[src/rtl/sp_ram_arb_pkg.sv]
// Shared definitions for the two-port arbiter in front of a single-port RAM:
// the ownership FSM state type and the port count.
package sp_ram_arb_pkg;

    localparam int NUM_PORTS = 2;

    // IDLE: nobody holds the lock; OWNx: port x holds the lock.
    typedef enum logic [1:0] {
        IDLE = 2'd0,
        OWN0 = 2'd1,
        OWN1 = 2'd2
    } arb_state_t;

endpackage

[src/rtl/single_port_ram.sv]
// Single-port RAM. A write has priority over a read in the same cycle.
// The read data is registered and is only refreshed by a read, so it holds
// the last value read. The array itself is never reset, so it maps onto
// block RAM.
module single_port_ram #(
    parameter int ADDR_WIDTH = 4,
    parameter int DATA_WIDTH = 8
) (
    input  logic                  clk,
    input  logic                  srst,
    input  logic                  en,
    input  logic                  we,
    input  logic [ADDR_WIDTH-1:0] addr,
    input  logic [DATA_WIDTH-1:0] din,
    output logic [DATA_WIDTH-1:0] dout
);

    logic [DATA_WIDTH-1:0] mem_reg [2**ADDR_WIDTH];
    logic [DATA_WIDTH-1:0] dout_reg;

    // Storage array write port.
    always_ff @(posedge clk) begin
        if (en && we) begin
            mem_reg[addr] <= din;
        end
    end

    // Registered read port; keeps its value between reads and clears on reset.
    always_ff @(posedge clk) begin
        if (srst) begin
            dout_reg <= '0;
        end else if (en && !we) begin
            dout_reg <= mem_reg[addr];
        end
    end

    assign dout = dout_reg;

endmodule

[src/rtl/sp_ram_arbiter.sv]
// Two-port arbiter in front of one single-port RAM.
// Idle arbitration is round-robin. A port can lock ownership for a burst.
// The burst is capped at BURST_MAX consecutive grants, but only when the
// other port is waiting.
// Optional feature: define SP_RAM_ARB_STATS_EN to add the per-port grant
// counters and the forced-release counter.
module sp_ram_arbiter
    import sp_ram_arb_pkg::*;
#(
    parameter int ADDR_WIDTH = 4,
    parameter int DATA_WIDTH = 8,
    parameter int BURST_MAX  = 4
) (
    input  logic                  clk,
    input  logic                  rst,
    input  logic [1:0]            req,
    input  logic [1:0]            lock,
    input  logic [1:0]            we,
    input  logic [ADDR_WIDTH-1:0] addr0,
    input  logic [ADDR_WIDTH-1:0] addr1,
    input  logic [DATA_WIDTH-1:0] din0,
    input  logic [DATA_WIDTH-1:0] din1,
    output logic [1:0]            gnt,
    output logic [1:0]            rvalid,
    output logic [DATA_WIDTH-1:0] rdata
`ifdef SP_RAM_ARB_STATS_EN
    ,
    output logic [15:0]           gnt_cnt0,
    output logic [15:0]           gnt_cnt1,
    output logic [7:0]            force_rel_cnt
`endif
);

    localparam logic [3:0] BURST_MAX_C = 4'(BURST_MAX);

    arb_state_t state_reg, state_next;
    logic [3:0] burst_cnt_reg, burst_cnt_next;
    logic       prio_reg, prio_next;      // port that wins an idle tie
    logic [1:0] gnt_int;
    logic       burst_at_max;

    logic                  ram_en;
    logic                  ram_we;
    logic [ADDR_WIDTH-1:0] ram_addr;
    logic [DATA_WIDTH-1:0] ram_din;
    logic                  rvalid_reg [NUM_PORTS];

    assign burst_at_max = (burst_cnt_reg >= BURST_MAX_C);

    // State register: owner, burst length and round-robin pointer.
    always_ff @(posedge clk) begin
        if (rst) begin
            state_reg     <= IDLE;
            burst_cnt_reg <= '0;
            prio_reg      <= 1'b0;
        end else begin
            state_reg     <= state_next;
            burst_cnt_reg <= burst_cnt_next;
            prio_reg      <= prio_next;
        end
    end

    // Grant decode: the owner keeps priority unless its burst is exhausted
    // while the other port waits. An absent owner yields at once.
    always_comb begin
        gnt_int = 2'b00;
        if (!rst) begin
            case (state_reg)
                OWN0: begin
                    if (req[0] && !(burst_at_max && req[1])) gnt_int = 2'b01;
                    else if (req[1])                          gnt_int = 2'b10;
                end
                OWN1: begin
                    if (req[1] && !(burst_at_max && req[0])) gnt_int = 2'b10;
                    else if (req[0])                          gnt_int = 2'b01;
                end
                default: begin
                    if (req == 2'b11) gnt_int = prio_reg ? 2'b10 : 2'b01;
                    else              gnt_int = req;
                end
            endcase
        end
    end

    assign gnt = gnt_int;

    // Next state: a locking grantee becomes or stays the owner; otherwise idle.
    always_comb begin
        state_next     = IDLE;
        burst_cnt_next = '0;
        prio_next      = prio_reg;
        if (gnt_int[0]) begin
            prio_next = 1'b1;
            if (lock[0]) begin
                state_next     = OWN0;
                burst_cnt_next = (state_reg == OWN0) ?
                                 (burst_at_max ? burst_cnt_reg : burst_cnt_reg + 4'd1) : 4'd1;
            end
        end else if (gnt_int[1]) begin
            prio_next = 1'b0;
            if (lock[1]) begin
                state_next     = OWN1;
                burst_cnt_next = (state_reg == OWN1) ?
                                 (burst_at_max ? burst_cnt_reg : burst_cnt_reg + 4'd1) : 4'd1;
            end
        end
    end

    // The RAM command comes from the granted port. No grant means no access.
    assign ram_en   = |gnt_int;
    assign ram_we   = gnt_int[1] ? we[1]  : we[0];
    assign ram_addr = gnt_int[1] ? addr1  : addr0;
    assign ram_din  = gnt_int[1] ? din1   : din0;

    single_port_ram #(
        .ADDR_WIDTH (ADDR_WIDTH),
        .DATA_WIDTH (DATA_WIDTH)
    ) u_ram (
        .clk  (clk),
        .srst (rst),
        .en   (ram_en),
        .we   (ram_we),
        .addr (ram_addr),
        .din  (ram_din),
        .dout (rdata)
    );

    genvar gi;
    generate
        for (gi = 0; gi < NUM_PORTS; gi++) begin : g_rvalid
            // Read completion flag per port, one cycle after a granted read.
            always_ff @(posedge clk) begin
                if (rst) rvalid_reg[gi] <= 1'b0;
                else     rvalid_reg[gi] <= gnt_int[gi] & ~we[gi];
            end
            // A read granted just before reset must not complete into the reset cycle.
            assign rvalid[gi] = rvalid_reg[gi] & ~rst;
        end
    endgenerate

`ifdef SP_RAM_ARB_STATS_EN
    logic [15:0] gnt_cnt_reg [NUM_PORTS];
    logic [7:0]  force_rel_cnt_reg;
    logic        force_rel;

    assign force_rel = burst_at_max &&
                       (((state_reg == OWN0) && req[0] && req[1]) ||
                        ((state_reg == OWN1) && req[1] && req[0]));

    generate
        for (gi = 0; gi < NUM_PORTS; gi++) begin : g_stats
            // Completed-grant counter; wraps naturally at 16 bits.
            always_ff @(posedge clk) begin
                if (rst)              gnt_cnt_reg[gi] <= '0;
                else if (gnt_int[gi]) gnt_cnt_reg[gi] <= gnt_cnt_reg[gi] + 16'd1;
            end
        end
    endgenerate

    // Forced-release counter; sticks at its maximum.
    always_ff @(posedge clk) begin
        if (rst)                                      force_rel_cnt_reg <= '0;
        else if (force_rel && force_rel_cnt_reg != 8'hFF) force_rel_cnt_reg <= force_rel_cnt_reg + 8'd1;
    end

    assign gnt_cnt0      = gnt_cnt_reg[0];
    assign gnt_cnt1      = gnt_cnt_reg[1];
    assign force_rel_cnt = force_rel_cnt_reg;
`endif

endmodule

[config.mk]
export PLATFORM = sky130hd
export DESIGN_NAME = sp_ram_arbiter
export DESIGN_NICKNAME = d
export VERILOG_FILES = /design/src/rtl/sp_ram_arb_pkg.sv /design/src/rtl/single_port_ram.sv /design/src/rtl/sp_ram_arbiter.sv
export SDC_FILE = /design/constraint.sdc
export NUM_CORES = 1
export LEC_CHECK = 0
export ABC_CLOCK_PERIOD_IN_PS = 7740
export CORE_MARGIN = 5
export CORE_UTILIZATION = 63
export DETAILED_ROUTE_END_ITERATION = 10
export GPL_TIMING_DRIVEN = 0
export PLACE_DENSITY = 0.94
export SYNTH_ARGS = -nofsm -noshare
export SYNTH_HDL_FRONTEND = slang
export SYNTH_SLANG_ARGS = --single-unit
export TNS_END_PERCENT = 1
[constraint.sdc]
create_clock -name clk -period 7.74 [get_ports clk]
set_clock_uncertainty 0.1 [all_clocks]
set_input_delay 1.548 -clock clk [delete_from_list [all_inputs] [get_ports clk]]
set_output_delay 1.548 -clock clk [all_outputs]
set_load 0.01 [all_outputs]
# Word level (Yosys, flattened, before mapping)
# Memory sizes are Yosys's and may differ from the RTL's. A register that Yosys moved wholly into a read port is not among the register bits.
# Cells that the tools add are included.
[word_totals]
mem_bits_ro = 0
word_cells = 61
register_bits = 7
out_inout_bits = 12
latchBits = 0
n_memories = 2
mem_bits_rw = 130
inputBits = 32
[op_classes]
shifts = 0
n_reduce_logical = 11
n_addsub = 1
mux = 31
eq_ne = 3
n_bitwise = 9
n_div = 0
n_mul = 0
n_lt_le_gt_ge = 1
[memory_table]
columns = ["memory", "words", "width", "rd", "rd_clocked_by_memory_dff", "wr", "line_no", "source"]
rows = [
  ["u_ram.mem_reg", 16, 8, 1, 1, 1, "single_port_ram.sv:18", "logic [DATA_WIDTH-1:0] mem_reg [2**ADDR_WIDTH];"],
  ["rvalid_reg", 2, 1, 2, 0, 2, "sp_ram_arbiter.sv:46", "logic rvalid_reg [NUM_PORTS];"],
]
[op_table]
columns = ["operator", "n"]
rows = [
  ["2-to-1 mux 4 bit", 8],
  ["2-to-1 mux 2 bit", 9],
  ["2-to-1 mux 1 bit", 12],
  ["2-to-1 mux 8 bit", 1],
  ["logical AND 1 bit", 6],
  ["adder 4 x 1 -> 4 bit (second input constant)", 1],
  ["bitwise AND 1 bit", 4],
  ["== test 2 bit (second input constant)", 2],
  ["greater-or-equal comparator 4 x 3 -> 1 bit (second input constant)", 1],
  ["case mux 2 bit (2 select lines)", 1],
  ["zero test 1 bit", 3],
  ["inverter 1 bit", 3],
  ["== test 2 x 1 -> 1 bit (second input constant)", 1],
  ["OR 1 bit", 2],
  ["nonzero test 2 bit", 1],
  ["OR reduction 2 bit", 1],
]

# Logic depth before layout (Yosys ltp)
[depth]
ltp_word = 11
ltp_mapped = 11
depth_no_buf = 10

# Cells and area by module
# A second synthesis with hierarchy kept.
[hier_totals]
hier_cells = 368
hier_area_um2 = 6117.1
[by_module_without_submodules]
columns = ["mod", "cells_per_inst", "seq_area_each_um2", "instances", "area_each_um2"]
rows = [
  ["single_port_ram", 298, 4003.8, 1, 5416.4],
  ["sp_ram_arbiter", 70, 180.2, 1, 700.7],
]

# Worst setup path before layout
# OpenSTA, ideal clock, no wires.
[synth_timing]
kind = "in2out"
from = "input port req[0]"
to = "output port gnt[1]"
required_ns = 6.092
setup_slack_ns = 3.648
cell_stages = 5
t_arrival_ns = 2.444
path_buffers = 1
path_cell_list = "nor2b_1 > o21ai_1 > nand3_1 > inv_1 > clkbuf_1"
[synth_via]
elab_chain_cells = 6
[synth_lines]
columns = ["item", "line_no", "source"]
rows = [
  ["from (decl)", "sp_ram_arbiter.sv:16", "input logic [1:0] req,"],
  ["logical AND 1 bit", "sp_ram_arbiter.sv:74", "if (req[1] && !(burst_at_max && req[0])) gnt_int = 2'b10;"],
  ["zero test 1 bit", "sp_ram_arbiter.sv:74", ""],
  ["logical AND 1 bit", "sp_ram_arbiter.sv:74", ""],
  ["2-to-1 mux 2 bit", "sp_ram_arbiter.sv:74", ""],
  ["case mux 2 bit (2 select lines) (*)", "sp_ram_arbiter.sv:68", "case (state_reg)"],
  ["2-to-1 mux 2 bit (*)", "sp_ram_arbiter.sv:67", "if (!rst) begin"],
  ["to (decl)", "sp_ram_arbiter.sv:23", "output logic [1:0] gnt,"],
]
# Every way passes the cells marked *; elsewhere a longest branch is shown, timed or not.

# Worst setup path in the final report
[layout_timing]
from = "input port req[1]"
to = "output port gnt[1]"
[layout_via]
elab_chain_cells = 6
[layout_lines]
columns = ["item", "line_no", "source"]
rows = [
  ["logical AND 1 bit", "sp_ram_arbiter.sv:70", "if (req[0] && !(burst_at_max && req[1])) gnt_int = 2'b01;"],
  ["zero test 1 bit", "sp_ram_arbiter.sv:70", ""],
  ["logical AND 1 bit", "sp_ram_arbiter.sv:70", ""],
  ["2-to-1 mux 2 bit", "sp_ram_arbiter.sv:70", ""],
  ["case mux 2 bit (2 select lines) (*)", "sp_ram_arbiter.sv:68", ""],
  ["2-to-1 mux 2 bit (*)", "sp_ram_arbiter.sv:67", ""],
]
# Marked as above.

==> flow_summary.yaml <==
run_status:
  run_status: "completed"
worst_hold_path:
  worst_hold_path_type: "register to register"
clock_tree:
  clock_tree.htree_level_count: 4
  cts.clk_slew.worst_paths_ns: 0.05
  clock_latency_ns: 0.53
  cts.sinks: 145
  cts.hold.buffers_added: 0
  root_buffer: "sky130_fd_sc_hd__clkbuf_8"
  tritoncts: "built"
  post_cts.resized_instances: 0
  clockBufferDepth: 2
  postCtsSetupRepairBufs: 0
  cts_inserted_buffers: 17
pwr:
  sequentialPowerShare: 0.463
  cell_internal_pwr_mw: 1.43
  p_switching_uw: 485
  power.switching_fraction: 0.253
  power_frac_clock: 0.409
  peakVddDrop_uv: 188
  power_density_nw_per_um2: 256
  power.leakage_nw: 2.46
  report.power.total_mw: 1.92
  p_comb_frac: 0.128
worst_setup_path:
  endpoint_kind: "output pin"
  startpoint_type: "primary input"
  path_class: "primary input to output pin"
  crit_path_max_fanout: 10
  timing.critical_path.arrival_ns: 3.85
  required_time_of_the_critical_path_ns: 6.09
placed_design:
  placedInstanceArea_um2: 6930
  routabilityCongestion: 0.929
  post-place-ws_ns: 2.25
  place_inst: 675
  place.detailed.hpwl_mm: 11.1
  io_buffers: 41
floorplan:
  number_of_rows_in_the_core_area: 36
  die_x_um: 110
  io_pins: 44
  floorplan.initialDensity: 0.647
  fp.dieH_um: 110
  floorplan.core_area_um2: 9820
  die_area_um2: 12200
layout:
  layout.cells.non_filler: 707
  largest_reg_flops: 128
  syn2layout_area_growth_pct: 18.0
  antenna-diode-count: 0
  share_of_post_route_cells_with_drive_strength_above_1: 0.115
  design_area_um2: 7500
  final_core_utilization: 0.764
  final_nets: 596
logic_synthesis:
  postSynth.asyncResetShare: 0
  syn-num-nets: 536
  synth.yosys.warnings: 0
  synth_enable_flop_cells: 128
  average_footprint_of_a_synthesized_cell_um2: 12.7
  synth_cell_type_count: 52
  synth_flop_cell: "sky130_fd_sc_hd__edfxtp_1"
  synth.cell_area_um2: 6350
  seq_area_frac_synth: 0.659
  netlist_instances: 501
  ys_ff_latch: 145
detailed_routing:
  drc: 0
  route.antenna.remaining_nets: 0
  routed_via_density: 7.09
  wirelength_per_cell_um: 25.0
  drt_first_iter_violations: 863
  drt-total-wl_mm: 17.7
  drt_first_pass_iters: 6
  via_count: 5014
timing:
  grt_setup_unrepaired: "no"
  timing.setup.tns_ns: 0
  pins_over_their_slew_limit: 0
  report.final.setup_viol: 0
  fin_crit_sh: 0.710
  worst_pin_slew_ns: 1.09
  fmaxAchievable_mhz: 182
  timing.hold.ws_ns: 0.383
  period_minus_slack_ns: 5.50
  timing_hold_violations_final: 0
  slew_headroom: 0.269
  post-route-worst-setup-slack_ns: 2.24
grt:
  groute.layer.met1.usage: 0.364
  grt_use_met2: 0.450
  grt_max_degree: 17
  global_route_total_usage_across_every_layer: 0.292
  grt_pass1_vias: 4781
  global_route.usage.met3: 0.0826
  antenna_found_initial: 0
  grt-ovfl-total: 0
  grt_pass1_wl_mm: 27.1
  top_usage_layer: "met2"
flow_run:
  timing.max_cap.violations: 0
==> metal layers <==
layer,part of all wire,up-vias
met1,0.36,2322
met4,0.061,0
met2,0.45,506
li1,-,2077
met5,0,-
met3,0.13,109
==> final cells by class <==
type	count	area [um^2]
Fill cell	559	2320
Tap cell	133	166
Inverter	9	33.8
Clock inverter	11	130
Buffer	30	145
Multi-Input combinational cell	317	1990
Sequential cell	145	4180
Timing Repair Buffer	41	410
Clock buffer	21	439
==> cell usage after synthesis (all sizes together), types with 4 or more instances <==
| library cell | n | area share |
|---|---|---|
| a2111oi | 18 | 0.025 |
| a211oi | 8 | 0.0095 |
| a21oi | 26 | 0.020 |
| a311oi | 11 | 0.016 |
| a31oi | 12 | 0.012 |
| buf | 13 | 0.013 |
| clkbuf | 17 | 0.010 |
| dfxtp | 17 | 0.054 |
| edfxtp | 128 | 0.60 |
| inv | 9 | 0.0053 |
| mux2 | 13 | 0.023 |
| mux2i | 15 | 0.024 |
| nand2 | 56 | 0.034 |
| nand3 | 33 | 0.026 |
| nor2 | 34 | 0.020 |
| nor2b | 4 | 0.0039 |
| o21ai | 37 | 0.029 |
| o22a | 8 | 0.011 |
| o22ai | 5 | 0.0059 |
==> layout by cell type (no fill, tap or decap), drive strengths merged, types with 17 or more instances in the layout <==
cell type,instances
dfxtp,17
a21oi,26
o21ai,37
nand2,56
clkbuf,38
a2111oi,18
edfxtp,128
nand3,33
nor2,34
clkdlybuf4s50,41
==> power by group through the flow <==
stage | clock network [mW] | registers [mW] | logic [mW]
CTS | 0.784 | 0.888 | 0.237
detailed placement | 0 | 0.904 | 0.230
finish | 0.784 | 0.889 | 0.246
global placement | 0 | 0.903 | 0.221
floorplan | 0 | 0.904 | 0.141
global route | 0.821 | 0.889 | 0.259
==> logic make-up (layout without fill, tap and decap cells) <==
group	after synthesis	count (layout)	synth area share
buffers and inverters	39	112	0.0282
xor gates and xnor gates	1	1	0.00138
and+or+nand+nor	140	140	0.100
muxes	28	28	0.0467
AOI/OAI and AO/OA	145	145	0.159
DFF	145	145	0.659
adders and majority gates	3	3	0.00591
==> critical path, stage by stage <==
cell and delay [ns]:
sky130_fd_sc_hd__clkdlybuf4s50_1 0.57, sky130_fd_sc_hd__inv_1 0.08, sky130_fd_sc_hd__o21ai_1 0.37, sky130_fd_sc_hd__nand3_1 0.15
sky130_fd_sc_hd__inv_1 0.13, sky130_fd_sc_hd__clkbuf_1 0.36, sky130_fd_sc_hd__clkdlybuf4s50_1 0.63
==> final timing paths <==
check / from / endpoint / slack (ns) / cells past startpoint
max: req[1] / gnt[1] / 2.24 / 7
min reg2reg: burst_cnt_reg[1] / burst_cnt_reg[1] / 0.38 / 2
max reg2reg: state_reg[0] / u_ram.mem_reg[2][4] / 3.78 / 11
min: burst_cnt_reg[1] / burst_cnt_reg[1] / 0.38 / 2
(Power assumes the default switching activity.)
